**config.mk**
```make
export PLATFORM = sky130hd
export DESIGN_NAME = sram_lsu
export DESIGN_NICKNAME = d
export VERILOG_FILES = /design/src/rtl/sram_lsu.sv
export SDC_FILE = /design/constraint.sdc
export NUM_CORES = 1
export LEC_CHECK = 0
export CAP_MARGIN = 20
export CORE_ASPECT_RATIO = 0.9
export CORE_MARGIN = 1.5
export CORE_UTILIZATION = 40
export DETAILED_ROUTE_END_ITERATION = 7
export PLACE_DENSITY_LB_ADDON = 0.25
export SLEW_MARGIN = 0
export SYNTH_ARGS = -nofsm -noshare
export SYNTH_HDL_FRONTEND = slang
export SYNTH_SLANG_ARGS = --single-unit
```
**constraint.sdc**
```tcl
create_clock -name clk -period 2 [get_ports clk]
set_clock_uncertainty 0.2 [all_clocks]
set_input_delay 0.4 -clock clk [delete_from_list [all_inputs] [get_ports clk]]
set_output_delay 0.4 -clock clk [all_outputs]
set_load 0.01 [all_outputs]
```
**src/rtl/sram_lsu.sv**
```systemverilog
`default_nettype none
// ============================================================================
// Module      : sram_lsu
// Description : Byte/half/word load-store unit in front of a 32-bit word SRAM.
//               Two-stage pipeline: request register (A) and response register (B).
// Revision    : 1.0
// ============================================================================
module sram_lsu #(
    parameter int DEPTH_WORDS = 1056
) (
    input  logic        clk,
    input  logic        rst,
    input  logic        req_valid,
    output logic        req_ready,
    input  logic        req_we,
    input  logic [1:0]  req_size,
    input  logic        req_uns,
    input  logic [31:0] req_addr,
    input  logic [31:0] req_wdata,
    output logic        resp_valid,
    input  logic        resp_ready,
    output logic [31:0] resp_data,
    output logic        resp_err,
    output logic        sram_ce_o,
    output logic        sram_we_o,
    output logic [31:0] sram_addr_o,
    output logic [3:0]  sram_sel_o,
    output logic [31:0] sram_data_o,
    input  logic [31:0] sram_data_i
);

    localparam logic [1:0] c_SZ_BYTE = 2'b00;
    localparam logic [1:0] c_SZ_HALF = 2'b01;
    localparam logic [1:0] c_SZ_WORD = 2'b10;

    // Stage A: captured request
    logic        a_valid_q, a_valid_d;
    logic        a_we_q,    a_we_d;
    logic [1:0]  a_size_q,  a_size_d;
    logic        a_uns_q,   a_uns_d;
    logic [31:0] a_addr_q,  a_addr_d;
    logic [31:0] a_wdata_q, a_wdata_d;

    // Stage B: response
    logic        resp_valid_q, resp_valid_d;
    logic [31:0] resp_data_q,  resp_data_d;
    logic        resp_err_q,   resp_err_d;

    logic        w_a_adv;
    logic        w_accept;
    logic        w_mis;
    logic        w_oor;
    logic        w_err;
    logic        w_ce;
    logic [7:0]  w_byte;
    logic [15:0] w_half;
    logic [31:0] w_ld;
    logic [3:0]  w_sel;
    logic [31:0] w_wdata;

    assign w_a_adv  = a_valid_q && (!resp_valid_q || resp_ready);
    assign req_ready = !a_valid_q || w_a_adv;
    assign w_accept = req_valid && req_ready;

    // Error classification of the entry held in A
    always_comb begin
        w_mis = 1'b0;
        case (a_size_q)
            c_SZ_BYTE: w_mis = 1'b0;
            c_SZ_HALF: w_mis = a_addr_q[0];
            c_SZ_WORD: w_mis = |a_addr_q[1:0];
            default:   w_mis = 1'b1;
        endcase
    end

    assign w_oor = ({2'b00, a_addr_q[31:2]} >= 32'(DEPTH_WORDS));
    assign w_err = w_mis || w_oor;

    // Big-endian lane mapping: byte offset 0 sits in [31:24]
    always_comb begin
        w_byte = 8'h00;
        case (a_addr_q[1:0])
            2'd0:    w_byte = sram_data_i[31:24];
            2'd1:    w_byte = sram_data_i[23:16];
            2'd2:    w_byte = sram_data_i[15:8];
            default: w_byte = sram_data_i[7:0];
        endcase
        w_half = a_addr_q[1] ? sram_data_i[15:0] : sram_data_i[31:16];
    end

    always_comb begin
        w_ld = sram_data_i;
        case (a_size_q)
            c_SZ_BYTE: w_ld = a_uns_q ? {24'h000000, w_byte} : {{24{w_byte[7]}}, w_byte};
            c_SZ_HALF: w_ld = a_uns_q ? {16'h0000, w_half} : {{16{w_half[15]}}, w_half};
            default:   w_ld = sram_data_i;
        endcase
    end

    always_comb begin
        w_sel   = 4'b1111;
        w_wdata = a_wdata_q;
        case (a_size_q)
            c_SZ_BYTE: begin
                w_sel   = 4'b1000 >> a_addr_q[1:0];
                w_wdata = {4{a_wdata_q[7:0]}};
            end
            c_SZ_HALF: begin
                w_sel   = a_addr_q[1] ? 4'b0011 : 4'b1100;
                w_wdata = {2{a_wdata_q[15:0]}};
            end
            default: begin
                w_sel   = 4'b1111;
                w_wdata = a_wdata_q;
            end
        endcase
    end

    // SRAM is touched only in the cycle the A entry moves into B
    assign w_ce        = w_a_adv && !w_err && !rst;
    assign sram_ce_o   = w_ce;
    assign sram_we_o   = w_ce && a_we_q;
    assign sram_addr_o = w_ce ? {a_addr_q[31:2], 2'b00} : 32'h0;
    assign sram_sel_o  = w_ce ? w_sel : 4'b0000;
    assign sram_data_o = (w_ce && a_we_q) ? w_wdata : 32'h0;

    always_comb begin
        a_valid_d = a_valid_q;
        a_we_d    = a_we_q;
        a_size_d  = a_size_q;
        a_uns_d   = a_uns_q;
        a_addr_d  = a_addr_q;
        a_wdata_d = a_wdata_q;
        if (w_accept) begin
            a_valid_d = 1'b1;
            a_we_d    = req_we;
            a_size_d  = req_size;
            a_uns_d   = req_uns;
            a_addr_d  = req_addr;
            a_wdata_d = req_wdata;
        end else if (w_a_adv) begin
            a_valid_d = 1'b0;
        end
    end

    always_comb begin
        resp_valid_d = resp_valid_q;
        resp_data_d  = resp_data_q;
        resp_err_d   = resp_err_q;
        if (w_a_adv) begin
            resp_valid_d = 1'b1;
            resp_err_d   = w_err;
            resp_data_d  = (!a_we_q && !w_err) ? w_ld : 32'h0;
        end else if (resp_valid_q && resp_ready) begin
            resp_valid_d = 1'b0;
        end
    end

    always_ff @(posedge clk) begin
        if (rst) begin
            a_valid_q    <= 1'b0;
            a_we_q       <= 1'b0;
            a_size_q     <= 2'b00;
            a_uns_q      <= 1'b0;
            a_addr_q     <= 32'h0;
            a_wdata_q    <= 32'h0;
            resp_valid_q <= 1'b0;
            resp_data_q  <= 32'h0;
            resp_err_q   <= 1'b0;
        end else begin
            a_valid_q    <= a_valid_d;
            a_we_q       <= a_we_d;
            a_size_q     <= a_size_d;
            a_uns_q      <= a_uns_d;
            a_addr_q     <= a_addr_d;
            a_wdata_q    <= a_wdata_d;
            resp_valid_q <= resp_valid_d;
            resp_data_q  <= resp_data_d;
            resp_err_q   <= resp_err_d;
        end
    end

    assign resp_valid = resp_valid_q;
    assign resp_data  = resp_data_q;
    assign resp_err   = resp_err_q;

endmodule
`default_nettype wire
```
* Yosys cells after proc, flatten, opt, wreduce, memory -nomap -nowiden
Index checks and enable logic that the tools add are counted.
Storage, ports and cells: memories 0, memory bits (read-only) 0, RAM bits 0, input port bits 104, latch bits 0, bits in registers 103
Cells by class: bitwise gates (word level) 0, muxes and demuxes 17, div/mod/pow operators 0, order comparisons 1, $add $sub $neg 0, equality and inequality tests 4, multiply operators 0, reduce and logical (&&, ||, !) cells 20, shift-type cells 1
Operators by type and width (number):
- $mux 32 | 5
- $pmux 32 s2 | 2
- $ge 30x11->1 const B | 1
- $pmux 8 s3 | 1
- $mux 16 | 1
- $mux 4 | 2
- $pmux 4 s2 | 1
- $logic_and 1x1->1 | 7
- $logic_not 1->1 | 5
- $eq 2x1->1 const B | 2
- $eq 2x2->1 const B | 2
- $logic_not 2->1 | 2
- $mux 1 | 4
- $reduce_bool 2->1 | 2
- $shr 4x2->4 const A | 1
- $logic_or 1x1->1 | 3
- $pmux 1 s3 | 1
- $reduce_or 2->1 | 1

* Longest topological paths before layout
Gate-level depths: netlist of run 1.
depth in word-level cells 8, depth in mapped cells 6, depth with buffers taken out 4

* Worst setup path after synthesis of run 1
No wires, ideal clock.
path kind register to output, start point register a_addr_q[8], end point output sram_data_o[13], buffers on the path 1, stages on the path, launching flop included 6, required time 1.400 ns, arrival time 1.696 ns, slack -0.296 ns, path through dfxtp_1 > or4_4 > o21ai_4 > nand4_4 > buf_6 > nor3_1
Between the ends: cells in the longest elaborated chain, start to end 7
RTL lines:
- start, declared | RTL line 41 | logic [31:0] a_addr_q, a_addr_d;
- start signal, assigned | RTL line 175 | a_addr_q <= a_addr_d;
- $ge 30x11->1 | RTL line 76 | assign w_oor = ({2'b00, a_addr_q[31:2]} >= 32'(DEPTH_WORDS));
- $logic_or 1x1->1 | RTL line 77 | assign w_err = w_mis || w_oor;
- $logic_not 1->1 | RTL line 120 | assign w_ce = w_a_adv && !w_err && !rst;
- $logic_and 1x1->1 (2 in series) | RTL line 120
- $logic_and 1x1->1 | RTL line 125 | assign sram_data_o = (w_ce && a_we_q) ? w_wdata : 32'h0;
- $mux 32 | RTL line 125
- end, declared | RTL line 28 | output logic [31:0] sram_data_o,
Every way passes these cells.

* Worst setup path in the final report of run 1
start point register a_addr_q[8], end point output sram_sel_o[1]
Between the ends: cells in the longest elaborated chain, start to end 6
RTL lines:
- $ge 30x11->1 | RTL line 76
- $logic_or 1x1->1 | RTL line 77
- $logic_not 1->1 | RTL line 120
- $logic_and 1x1->1 (2 in series) | RTL line 120
- $mux 4 | RTL line 124 | assign sram_sel_o = w_ce ? w_sel : 4'b0000;
- end, declared | RTL line 27 | output logic [3:0] sram_sel_o,
Every way passes these cells.

==> results of run 1 <==
## state kept, by name (all words and copies together) (netlist names)
signal,flops
a_valid_q,1
a_uns_q,1
a_size_q,2
a_addr_q,32
resp_data,32
resp_valid,1
resp_err,1
a_we_q,1
a_wdata_q,32
## layer usage
metal	vias to the layer above	track usage (%)
li1	2724	-
met1	2567	33.2
met2	227	39.8
met3	19	7.96
met4	0	6.36
met5	-	0
## cells by family (layout without fill, tap and decap cells)
group                  Yosys count  in the layout  share of synthesized area [%]
muxes                           33             33                           7.18
buffers and inverters           86            311                           8.73
AOI/OAI and AO/OA              168            168                           19.1
and+or+nand+nor                270            270                           26.0
other                            1             21                         0.0708
DFF                            103            103                           38.9
## cells in the final DEF, fill, tap and decap left out, types with 3 or more instances in the layout
cell and instances:
buf_16 3, a21oi_1 85, a2bb2oi_1 3, buf_12 13, dfxtp_1 99, buf_4 76, conb_1 21, nor3_4 24
nand2b_1 3, clkinvlp_4 3, inv_1 10, dfxtp_2 3, o22ai_1 23, clkdlybuf4s50_1 135, o22a_1 4, nor3_2 9
a21o_1 5, mux2i_1 28, o21ai_0 12, o31ai_1 4, clkbuf_16 9, nor3_1 8, buf_6 6, buf_2 46
mux4_2 4, nor4_1 3, nand2_1 170, nor2_1 16, o21ai_1 16, nor3b_4 9
## cell type report
cell class                 instances  area (um^2)
fill                            1057         4390
clock inverter                     7         71.3
multi-input combinational        492         3200
sequential                       103         2070
clock buffer                       9          225
tap                              164          205
timing repair buffer             284         2630
inverter                          11         41.3
## per-stage QoR
stage	power, mW	instances	setup TNS [ps]	cell area, um^2	hold slack (ps)
after floorplan	2.78	681	-11350	5660	231
after global placement	3.26	1049	-52490	8160	240
after detailed placement	3.28	1049	-57460	8160	247
after CTS	5.05	1069	-38830	8360	217
after global routing	5.25	1070	-40700	8440	236
final	5.04	1070	-36860	8440	229
## path summary, 6_finish.rpt
check | startpoint | end | slack (ps) | depth (start not counted)
worst max-delay path | a_addr_q[8]$_SDFFE_PP0P_ | sram_sel_o[1] | -830 | 7
worst min-delay path | rst | a_wdata_q[26]$_SDFFE_PP0P_ | 230 | 3
worst max register to register | a_addr_q[8]$_SDFFE_PP0P_ | resp_err$_SDFFE_PP0P_ | 40 | 6
worst min register to register | resp_data[1]$_SDFFE_PP0P_ | resp_data[1]$_SDFFE_PP0P_ | 260 | 2
## critical path: cells and delay by family (launching register included)
kind / cells / cell delay, ps
DFF: 1 / 320
and+or+nand+nor: 2 / 650
AOI/OAI and AO/OA: 2 / 380
buffers and inverters: 3 / 510
## power groups by stage
stage	Clock, mW	Sequential, mW	Combinational, mW
final	1.77	2.19	1.08
after global routing	1.88	2.20	1.16
after CTS	1.80	2.19	1.06
after detailed placement	0	2.24	1.04
after global placement	0	2.23	1.03
after floorplan	0	2.23	0.550
## what timing repair did
item,CTS,global route
pin swaps,20,6
resized for setup,211,19
buffers inserted,1,1
cloned,3,0
endpoints found under the hold margin,0,0
hold buffers,0,0
endpoints found under the setup margin,57,79
==> key figures, run 1 <==
Cells and area
  • Syn-to-layout area delta: 59.3%
  • Share of layout cells above drive strength 1: around a quarter
  • Final core occ: around two thirds
  • Layout net count: 1005
  • Diodes inserted: 0

Pwr
  • Net switching power: around 1.4 mW
  • Clk network pwr share: around a third
  • Pwr/cell area: around 600 mW/mm^2
  • Register share of total power: between 40% and 50%
  • Sw Share: 27.5%
  • Comb pwr share: 21.4%
  • Internal power: 3.65 mW
  • Leak: ~3.6 nW
  • VDD IR max: between 0.4 and 0.5 mV

Die
  • Full die area: roughly 0.014 mm^2
  • Initial Util: just over 40%
  • Die Height: approximately 110 um
  • IO Pins: ~210
  • Die Wd: around 120 um
  • Core Area: around 0.013 mm^2
  • Rows: 39

Drt
  • Drt pass-1 iters: 5
  • Met2 wire length: 8180 um
  • # DRC: 0
  • Via density: about 5.2
  • Via count: ~5500
  • M1 WL: 7730 um
  • Final wirelength: 17600 um
  • Post-route ant nets: 0
  • Met3 wire len: approximately 1500 um
  • Top Metal Used: met4
  • Iter 0 DRT Violations: between 400 and 500
  • Avg WL per Cell: roughly 16 um

Outcome
  • Failing checks: negative setup slack
  • Status: finished, violations left

Global route
  • Initial antenna violation count: 0
  • Vias in the first global route: 5484
  • GRT Overall Usage: 25.0%
  • First-pass GRT wire length: roughly 28000 um
  • GRT overflow: 0
  • Largest net degree at the start of global routing: 43

STA
  • Final setup violation count: 49
  • Period minus WS final: roughly 2800 ps
  • Setup ws final: -826 ps
  • RSZ-0062 raised after global routing: true
  • Max Clk Rate: 354 MHz
  • Final worst-path cycle share: 141%
  • Final hold vios: 0
  • Slew Viols, Final: 0

Setup path
  • Worst-path cell chain: or4_4 -> o21ai_4 -> nand4_4 -> buf_12 -> buf_12 -> a2111oi_4 -> buf_2
  • CP Class: flip-flop to primary output
  • Crit-path max FO: 6
  • Data arrival, critical path: about 2200 ps
  • Worst Path Required: roughly 1400 ps
  • Top cell by count, worst path: buf_12
  • CP Launch Type: flip-flop
  • Crit-path max cell delay: ~540 ps
  • Crit. End Element: primary output
  • Crit-path slowest cell: or4_4

Min path
  • Hold crit path type: input port to flip-flop

Clock tree
  • Longest Clk Path Bufs: 2
  • Htree depth: 3
  • CTS tree: done
  • Num Clock Sinks: around 100
  • CTS clk-pin slew, worst paths: 70 ps
  • CTS Buf Count: 9
  • CTS root buf: clkbuf_16
  • Latest clock arrival within the worst-skew pair: approximately 350 ps

Yosys
  • Synth area leaders: dfxtp_1, nand2_1, a21oi_1, mux2i_1, buf_4
  • Main synth FF type: dfxtp_1
  • Synth Cell Area: about 0.0053 mm^2
  • Post-synth top cells: nand2_1, dfxtp_1, a21oi_1, mux2i_1, nor3_1
  • Synthesized flop and latch total: between 100 and 150
  • Count leader, synth: nand2_1
  • Async S/R FF share, synth: 0%
  • Seq/Total Area, Yosys: around two fifths
  • Synth warnings: 0
  • Yosys top cell by area: dfxtp_1
  • Syn_area_per_cell: approximately 8 um^2
  • Post-synthesis cell type count: 52
  • Synth top area share: between 30% and 40%
  • Cells after Synth: ~660
  • Post-synth EDFFs: 0

Placement
  • DP HPWL: roughly 13000 um
  • Port Buffers: 187
  • Placer congestion estimate: between 0.8 and 0.9
  • Dpl ws: -1140 ps

Run
  • Maxcap violations: 0
(Power assumes the default switching activity.)
==> run 2, diff against run 1 <==
Settings changed: CTS_CLUSTER_DIAMETER set to 200.
==> results of run 2 <==
Final layout, timing and power as in run 1 (identical DEF).
